File: src/rtl/codec_dsp_port_if.sv
// Parallel-side bundle of the codec DSP port: received pairs, tx pair handshake, status pulses.
// master = audio datapath side, slave = codec_dsp_port.
interface codec_dsp_port_if #(
  parameter int BITSIZE = 24
) ();
  logic [BITSIZE-1:0] rx_left;
  logic [BITSIZE-1:0] rx_right;
  logic               rx_valid;
  logic [BITSIZE-1:0] tx_left;
  logic [BITSIZE-1:0] tx_right;
  logic               tx_valid;
  logic               tx_ready;
  logic               underrun;
  logic               sync_err;

  modport master (
    input  rx_left, rx_right, rx_valid, tx_ready, underrun, sync_err,
    output tx_left, tx_right, tx_valid
  );

  modport slave (
    output rx_left, rx_right, rx_valid, tx_ready, underrun, sync_err,
    input  tx_left, tx_right, tx_valid
  );
endinterface

File: src/rtl/codec_dsp_port.sv
// DSP mode B serial audio port (codec is bus master) <-> parallel stereo words in the clk domain.
// Optional CODEC_LOOPBACK_EN: frame-end tx load takes the pair just received instead of the tx buffer.
module codec_dsp_port #(
  parameter int BITSIZE     = 24,
  parameter int SYNC_STAGES = 2
) (
  input  logic            clk,
  input  logic            reset,
  input  logic            enable,
  input  logic            bclk,
  input  logic            lrclk,
  input  logic            adcdat,
  output logic            dacdat,
  codec_dsp_port_if.slave bus
);
  localparam int FB = 2 * BITSIZE;
  localparam int CW = $clog2(FB + 1);
  localparam int SS = (SYNC_STAGES < 2) ? 2 : SYNC_STAGES;
  localparam logic [CW-1:0] LAST = CW'(FB);
  localparam logic [CW-1:0] ONE  = CW'(1);

  typedef enum logic [1:0] {IDLE, WAIT_SYNC, SHIFT, GAP} state_t;

  state_t          state;
  logic [CW-1:0]   cnt;
  logic [SS-1:0]   bclk_s, lrclk_s, adcdat_s;
  logic [FB-1:0]   rx_sh, tx_sh, load_word;
  logic            bclk_rise, bclk_fall, lr, ad, frame_start, frame_end;

  // Edges from the last two stages; lrclk/adcdat taken from the same stage as the new bclk level.
  assign bclk_rise   = bclk_s[SS-2] & ~bclk_s[SS-1];
  assign bclk_fall   = ~bclk_s[SS-2] & bclk_s[SS-1];
  assign lr          = lrclk_s[SS-2];
  assign ad          = adcdat_s[SS-2];
  assign frame_start = bclk_rise & lr;
  assign frame_end   = (state == SHIFT) && (cnt == LAST);

`ifdef CODEC_LOOPBACK_EN
  assign bus.tx_ready = 1'b0;

  always_comb begin
    load_word = {bus.rx_left, bus.rx_right};
    if (frame_end) load_word = rx_sh;
  end
`else
  logic [FB-1:0] tx_buf;
  logic          buf_full;

  assign bus.tx_ready = ~buf_full;

  always_comb begin
    load_word = '0;
    if (buf_full) load_word = tx_buf;
  end
`endif

  always_ff @(posedge clk) begin
    if (reset) begin
      bclk_s       <= '0;
      lrclk_s      <= '0;
      adcdat_s     <= '0;
      state        <= IDLE;
      cnt          <= '0;
      rx_sh        <= '0;
      tx_sh        <= '0;
      dacdat       <= 1'b0;
      bus.rx_left  <= '0;
      bus.rx_right <= '0;
      bus.rx_valid <= 1'b0;
      bus.underrun <= 1'b0;
      bus.sync_err <= 1'b0;
`ifndef CODEC_LOOPBACK_EN
      tx_buf       <= '0;
      buf_full     <= 1'b0;
`endif
    end else begin
      bclk_s       <= {bclk_s[SS-2:0], bclk};
      lrclk_s      <= {lrclk_s[SS-2:0], lrclk};
      adcdat_s     <= {adcdat_s[SS-2:0], adcdat};
      bus.rx_valid <= 1'b0;
      bus.underrun <= 1'b0;
      bus.sync_err <= 1'b0;

      if (!enable) begin
        state  <= IDLE;
        cnt    <= '0;
        rx_sh  <= '0;
        dacdat <= 1'b0;
      end else begin
        case (state)
          IDLE: state <= WAIT_SYNC;
          WAIT_SYNC, GAP: begin
            if (frame_start) begin
              rx_sh <= {{(FB-1){1'b0}}, ad};
              cnt   <= ONE;
              state <= SHIFT;
            end
          end
          SHIFT: begin
            if (frame_end) begin
              bus.rx_left  <= rx_sh[FB-1:BITSIZE];
              bus.rx_right <= rx_sh[BITSIZE-1:0];
              bus.rx_valid <= 1'b1;
              tx_sh        <= load_word;
              dacdat       <= load_word[FB-1];
`ifndef CODEC_LOOPBACK_EN
              if (buf_full) buf_full <= 1'b0;
              else          bus.underrun <= 1'b1;
`endif
              cnt   <= '0;
              state <= GAP;
            end else if (frame_start && cnt != '0) begin
              // Abandon the frame: this edge becomes bit 0 and tx restarts (no underrun report).
              bus.sync_err <= 1'b1;
              rx_sh        <= {{(FB-1){1'b0}}, ad};
              cnt          <= ONE;
              tx_sh        <= load_word;
              dacdat       <= load_word[FB-1];
`ifndef CODEC_LOOPBACK_EN
              buf_full     <= 1'b0;
`endif
            end else begin
              if (bclk_rise) begin
                rx_sh <= {rx_sh[FB-2:0], ad};
                cnt   <= cnt + ONE;
              end
              if (bclk_fall) begin
                tx_sh  <= {tx_sh[FB-2:0], 1'b0};
                dacdat <= tx_sh[FB-2];
              end
            end
          end
          default: state <= IDLE;
        endcase
      end

`ifndef CODEC_LOOPBACK_EN
      // A same-cycle frame-end load has already seen the buffer empty; the new pair waits for the next frame.
      if (bus.tx_valid && !buf_full) begin
        tx_buf   <= {bus.tx_left, bus.tx_right};
        buf_full <= 1'b1;
      end
`endif
    end
  end
endmodule
File: src/flat_wrapper.sv
// flat-port wrapper written by rule: the top's interface ports become plain ports
module codec_dsp_port_flat 
#(
  parameter int BITSIZE     = 24,
  parameter int SYNC_STAGES = 2
)
  (clk, reset, enable, bclk, lrclk, adcdat, dacdat, bus_rx_left, bus_rx_right, bus_rx_valid, bus_tx_ready, bus_underrun, bus_sync_err, bus_tx_left, bus_tx_right, bus_tx_valid);
  codec_dsp_port_if #(.BITSIZE(BITSIZE)) bus_i ();
  input  logic clk;
  input  logic reset;
  input  logic enable;
  input  logic bclk;
  input  logic lrclk;
  input  logic adcdat;
  output logic dacdat;
  output wire logic [$bits(bus_i.rx_left)-1:0] bus_rx_left;
  output wire logic [$bits(bus_i.rx_right)-1:0] bus_rx_right;
  output wire logic [$bits(bus_i.rx_valid)-1:0] bus_rx_valid;
  output wire logic [$bits(bus_i.tx_ready)-1:0] bus_tx_ready;
  output wire logic [$bits(bus_i.underrun)-1:0] bus_underrun;
  output wire logic [$bits(bus_i.sync_err)-1:0] bus_sync_err;
  input wire logic [$bits(bus_i.tx_left)-1:0] bus_tx_left;
  input wire logic [$bits(bus_i.tx_right)-1:0] bus_tx_right;
  input wire logic [$bits(bus_i.tx_valid)-1:0] bus_tx_valid;
  assign bus_rx_left = bus_i.rx_left;
  assign bus_rx_right = bus_i.rx_right;
  assign bus_rx_valid = bus_i.rx_valid;
  assign bus_tx_ready = bus_i.tx_ready;
  assign bus_underrun = bus_i.underrun;
  assign bus_sync_err = bus_i.sync_err;
  assign bus_i.tx_left = bus_tx_left;
  assign bus_i.tx_right = bus_tx_right;
  assign bus_i.tx_valid = bus_tx_valid;
  codec_dsp_port #(.BITSIZE(BITSIZE), .SYNC_STAGES(SYNC_STAGES)) u_core (.clk(clk), .reset(reset), .enable(enable), .bclk(bclk), .lrclk(lrclk), .adcdat(adcdat), .dacdat(dacdat), .bus(bus_i));
endmodule
File: config.mk
export PLATFORM = sky130hd
export DESIGN_NAME = codec_dsp_port_flat
export DESIGN_NICKNAME = d
export VERILOG_FILES = /design/src/rtl/codec_dsp_port_if.sv /design/src/rtl/codec_dsp_port.sv /design/src/flat_wrapper.sv
export SDC_FILE = /design/constraint.sdc
export NUM_CORES = 1
export LEC_CHECK = 0
export ABC_AREA = 1
export BUFFER_PORTS_ARGS = -buffer_cell sky130_fd_sc_hd__buf_2
export CORE_MARGIN = 10
export CORE_UTILIZATION = 25
export CTS_CLUSTER_DIAMETER = 120
export DETAILED_ROUTE_END_ITERATION = 16
export PLACE_DENSITY = 0.41
export SYNTH_ARGS = -nofsm -noshare
export SYNTH_HDL_FRONTEND = slang
export SYNTH_SLANG_ARGS = --single-unit
File: constraint.sdc
create_clock -name clk -period 2.35 [get_ports clk]
set_input_delay 0.47 -clock clk [delete_from_list [all_inputs] [get_ports clk]]
set_output_delay 0.47 -clock clk [all_outputs]
set_load 0.1 [all_outputs]
; ---- After elaboration in Yosys (flattened, before gate mapping)
; Cells that the tools add are included.
[op_classes]
add_sub_neg = 1
n_mul = 0
n_div = 0
order_cmp = 0
eq_ne = 9
n_shift = 0
muxes = 28
bitwise_logic = 9
n_reduce_logical = 23
[ops]
columns = op, count
row1 = 2-to-1 mux 48 bit, 5
row2 = 2-to-1 mux 47 bit, 3
row3 = one-hot mux 48 bit (2 select lines), 1
row4 = 2-to-1 mux 6 bit, 4
row5 = one-hot mux 6 bit (2 select lines), 1
row6 = AND reduction 3 bit, 4
row7 = 2-to-1 mux 1 bit, 11
row8 = OR reduction 4 bit, 2
row9 = "adder 6 x 1 -> 6 bit, second input constant", 1
row10 = "== test 6 bit, second input constant", 1
row11 = NOT 1 bit, 6
row12 = one-hot mux 2 bit (3 select lines), 1
row13 = nonzero test 2 bit, 3
row14 = nonzero test 3 bit, 2
row15 = nonzero test 6 bit, 1
row16 = "== test 2 bit, second input constant", 2
row17 = 2-to-1 mux 2 bit, 2
row18 = "inequality test 2 x 1 -> 1 bit, second input constant", 2
row19 = "inequality test 4 x 2 -> 1 bit, second input constant", 1
row20 = AND reduction 2 bit, 2
row21 = AND reduction 4 bit, 1
row22 = OR reduction 2 bit, 2
row23 = bitwise AND 1 bit, 3
row24 = logical AND 1 bit, 3
row25 = other kinds (6), 6
[totals]
register_bits = 208
latch_bits = 0
mem_bits_rw = 0
mem_bits_ro = 0
in_bits = 55
output_inout_bits = 53
word_cells = 85
n_memories = 0

; ---- Longest topological paths before layout
[logic_depth]
ltp_word = 9
ltp_mapped = 12
mapped_depth_nobuf = 10

; ---- Least setup slack after synthesis
; No wires, ideal clock.
[synth_path]
path_kind = flip-flop to flip-flop
start = register u_core.buf_full
end = register u_core.tx_buf[6]
setup_time_ns = 0.065
t_arrival_ns = 1.673
required_time_ns = 2.285
slack_ns = 0.612
path_stages_with_launch = 9
n_path_buf = 3
period_less_slack_ns = 1.738
path_cell_list = dfxtp_1 -> clkbuf_1 -> inv_2 -> nand2_1 -> inv_1 -> buf_2 -> buf_1 -> nor2_1 -> nor2_1
[synth_via]
elab_chain_len = 2
[synth_lines]
columns = element, line_no
row1 = "start, declared", codec_dsp_port.sv:47  ; logic buf_full;
row2 = "start signal, assigned", codec_dsp_port.sv:74  ; buf_full <= 1'b0;
row3 = "start signal, assigned", codec_dsp_port.sv:107  ; if (buf_full) buf_full <= 1'b0;
row4 = "start signal, assigned", codec_dsp_port.sv:120  ; buf_full <= 1'b0;
row5 = zero test 1 bit, codec_dsp_port.sv:139  ; if (bus.tx_valid && !buf_full) begin
row6 = logical AND 1 bit, codec_dsp_port.sv:139
row7 = "end signal, assigned", codec_dsp_port.sv:140  ; tx_buf <= {bus.tx_left, bus.tx_right};
row8 = "end, declared", codec_dsp_port.sv:46  ; logic [FB-1:0] tx_buf;
; No other way between the ends.
; A chain may end at the register's enable or synchronous reset.

; ---- Worst setup path after layout
[layout_path]
start = register u_core.bclk_s[1]
end = register u_core.rx_sh[19]
[layout_via]
elab_chain_len = 7
elab_cells_between_ends = 10
classes_between = eq/ne: 2 / mux: 3 / bitwise: 3 / reduce/logical: 2
[layout_lines]
columns = element, line_no
row1 = "start, declared", codec_dsp_port.sv:26  ; logic [SS-1:0] bclk_s, lrclk_s, adcdat_s;
row2 = "start signal, assigned", codec_dsp_port.sv:77  ; bclk_s <= {bclk_s[SS-2:0], bclk};
row3 = NOT 1 bit (*), codec_dsp_port.sv:31  ; assign bclk_rise = bclk_s[SS-2] & ~bclk_s[SS-1];
row4 = bitwise AND 1 bit (*), codec_dsp_port.sv:31
row5 = bitwise AND 1 bit, codec_dsp_port.sv:35  ; assign frame_start = bclk_rise & lr;
row6 = logical AND 1 bit, codec_dsp_port.sv:112  ; end else if (frame_start && cnt != '0) begin
row7 = 2-to-1 mux 48 bit, codec_dsp_port.sv:112
row8 = 2-to-1 mux 48 bit, codec_dsp_port.sv:100  ; if (frame_end) begin
row9 = one-hot mux 48 bit (2 select lines), codec_dsp_port.sv:90  ; case (state)
row10 = "end signal, assigned", codec_dsp_port.sv:94  ; rx_sh <= {{(FB-1){1'b0}}, ad};
row11 = "end signal, assigned", codec_dsp_port.sv:115  ; rx_sh <= {{(FB-1){1'b0}}, ad};
row12 = "end signal, assigned", codec_dsp_port.sv:124  ; rx_sh <= {rx_sh[FB-2:0], ad};
row13 = "end, declared", codec_dsp_port.sv:27  ; logic [FB-1:0] rx_sh, tx_sh, load_word;
; Every way passes the cells marked *; elsewhere a longest branch is shown, timed or not. The select of a mux whose other input is x is not followed.

==> qor.txt <==
Total grt overflow: 0
Seq/Total Area, Yosys: 0.473
Avg Synthesized Cell Area: 6.72 um2
R2R Path Start: u_core.bclk_s[1]
Netlist cell types: 28
Detailed Route WL: 25200 um
Status: complete, no violations
Hpwl dp: 14800 um
Core area: 34600 um2
RSZ-0062 raised after global routing: false
Synth Warn #: 0
Leak pwr: 4.79 nW
Post-CTS setup-driven buffer insertion count: 0
# DRC: 0
Synth area leaders: dfxtp_1 47%, nand2_1 15%, nor2_1 13%
Final Max Slew Viols: 0
# H-tree levels: 1
Vias in the first global route: 7817
Row count: 68
Top_reg_cell synth: dfxtp_1
Drt pass-1 iters: 5
Max clock buf depth: 3
Fmax: 500 MHz
Hold Path Origin: adcdat
Count of input and output buffers: 107
Worst Hold Class: input port to flip-flop
Area post-placement: 9730 um2
Pint: 6.19 mW
Setup crit start: u_core.bclk_s[1]
Synth Net Count: 1367
Most common cell in the netlist: nand2_1
Die Y: 208 um
Post-route setup TNS: 0 ps
Peak VDD IR: 0.000484 V
CP max FO: 50
Post-CTS sizing: 0
Initial Util: 0.254
Sw Ratio: 0.230
Share of the synthesized area in the top cell type: 0.473
Fin. Hold Viols: 0
Maxcap violations: 0
Skew-Pair Late Insertion Delay: 530 ps
Startpoint Class: flip-flop
Antenna Cells: 0
Worst Setup End Kind: flip-flop
Switch Pwr: 1.85 mW
Fin area: 10600 um2
EDFF count, synth: 0
Fin nets: 1429
Total die area: 43100 um2
Boundary Pins: 108
Seq pwr share: 0.453
Worst EP arrival: 2460 ps
Final WS setup: 352 ps
Antenna-violating nets left: 0
Power Dens Cells: 759 nW/um2
Synth Instances: 1310
Num CTS Buffers: 25
Worst clock skew: 13.7 ps
WS Path Type: flip-flop to flip-flop
Worst slew pin tran: 941 ps
Final Setup Violations: 0
Post-layout minimum cycle time: 2000 ps
Setup WS pre-CTS: 353 ps
Hold-fix buffers, CTS: 0
Synth Cell Area: 8800 um2
#FFs+latches synth: 208
Initial DRC count: 377
CTS Root Buffer Type: clkbuf_16
CTS tree: yes
Via/cell ratio: 4.34
GPL Wtd Cong: 0.723
Top cells by count, synth: 355 x nand2_1, 305 x nor2_1, 208 x dfxtp_1
CP required: 2810 ps
DR WL/cell: 13.7 um
Largest net degree at the start of global routing: 94
CTS sink cnt: 208
GRT Resource Usage Total: 0.113
Clock power frac: 0.504
Part of the cycle the worst path needs: 0.850
Slew margin rel.: 0.372
FFs w/ async S/R, synth: 0
Logic pwr share: 0.043
Reg clk slew, reported paths: 60 ps
First-pass GRT wire length: 41800 um
Area grow syn2layout: 20.3%
Initial antenna violation count: 1
Leading area contributor after synthesis: dfxtp_1
Layout cells sized above 1: 0.136
Detailed-route via count: 7999
Die Width: 208 um
Hold slack: 142 ps
layout make-up:
type                       instances  area, um2
clock buffer                      37        731
clock inverter                     8        124
fill                            3818      24000
inverter                          69        262
multi-input combinational        939       3960
sequential                       208       4170
tap                              455        569
timing repair buffer             129        776
worst max-delay path: stages, from the launching register on:
cell and delay (ps):
dfxtp_1 310, inv_1 50, nand2_1 90, nor2_1 170
nand2_1 100, nand2_2 170, and2_2 210, buf_4 490
nand3_1 140, a21oi_1 160
state kept, by name, summed over array words and instances, names as in the netlist:
signal,count
u_core.bus.underrun,1
u_core.cnt,6
u_core.bus.sync_err,1
u_core.bus.rx_left,24
u_core.tx_sh,47
u_core.dacdat,1
u_core.buf_full,1
u_core.lrclk_s,1
u_core.bus.rx_right,24
u_core.bclk_s,2
u_core.bus.rx_valid,1
u_core.state,2
u_core.rx_sh,48
u_core.tx_buf,48
u_core.adcdat_s,1
per-stage QoR:
step | power [mW] | utilization | instances
6_report | 8.04 | 0.306 | 1845
5_1_grt | 8.38 | 0.306 | 1845
4_1_cts | 8.19 | 0.306 | 1845
3_5_place_dp | 4.08 | 0.281 | 1800
3_3_place_gp | 4.07 | 0.281 | 1800
2_1_floorplan | 3.93 | - | 1310
layer usage:
| metal | wire length (um) | track usage | up-vias |
|---|---|---|---|
| met1 | 12600 | 0.152 | 3643 |
| met4 | 491 | 0.0267 | 2 |
| li1 | - | - | 4208 |
| met5 | 13 | 0 | - |
| met2 | 11100 | 0.182 | 115 |
| met3 | 1020 | 0.0233 | 31 |
cell families (layout without fill, tap and decap cells):
| group | after synthesis | count (layout) | share of synthesized area |
|---|---|---|---|
| AOI/OAI and AO/OA | 198 | 198 | 0.113 |
| xor gates and xnor gates | 2 | 2 | 0.00199 |
| adders and majority gates | 2 | 2 | 0.00284 |
| buffers and inverters | 163 | 243 | 0.0797 |
| DFF | 208 | 208 | 0.473 |
| and+or+nand+nor | 737 | 737 | 0.330 |
worst paths after layout:
check,end,slack [ps],cells after the start
setup / recovery,u_core.rx_sh[19],350,9
hold / removal,u_core.adcdat_s[0],140,3
setup reg to reg,u_core.rx_sh[19],350,9
hold reg to reg,u_core.bclk_s[1],450,2
cell usage in the layout (no fill, tap or decap), types with 16 or more instances in the layout:
cell	instances
nor2_1	304
nand2_1	351
a21oi_1	102
nand3_1	64
dfxtp_1	207
buf_2	107
inv_1	62
o21ai_0	94
buf_4	16
clkbuf_16	25
power groups by stage:
stage | clock (mW) | sequential (mW) | combinational, mW
final | 4.05 | 3.64 | 0.348
after global placement | 0 | 3.72 | 0.357
after CTS | 4.19 | 3.64 | 0.362
after global routing | 4.33 | 3.65 | 0.400
after floorplan | 0 | 3.71 | 0.224
after detailed placement | 0 | 3.72 | 0.360
No activity file was read; power rests on OpenSTA's default activity.
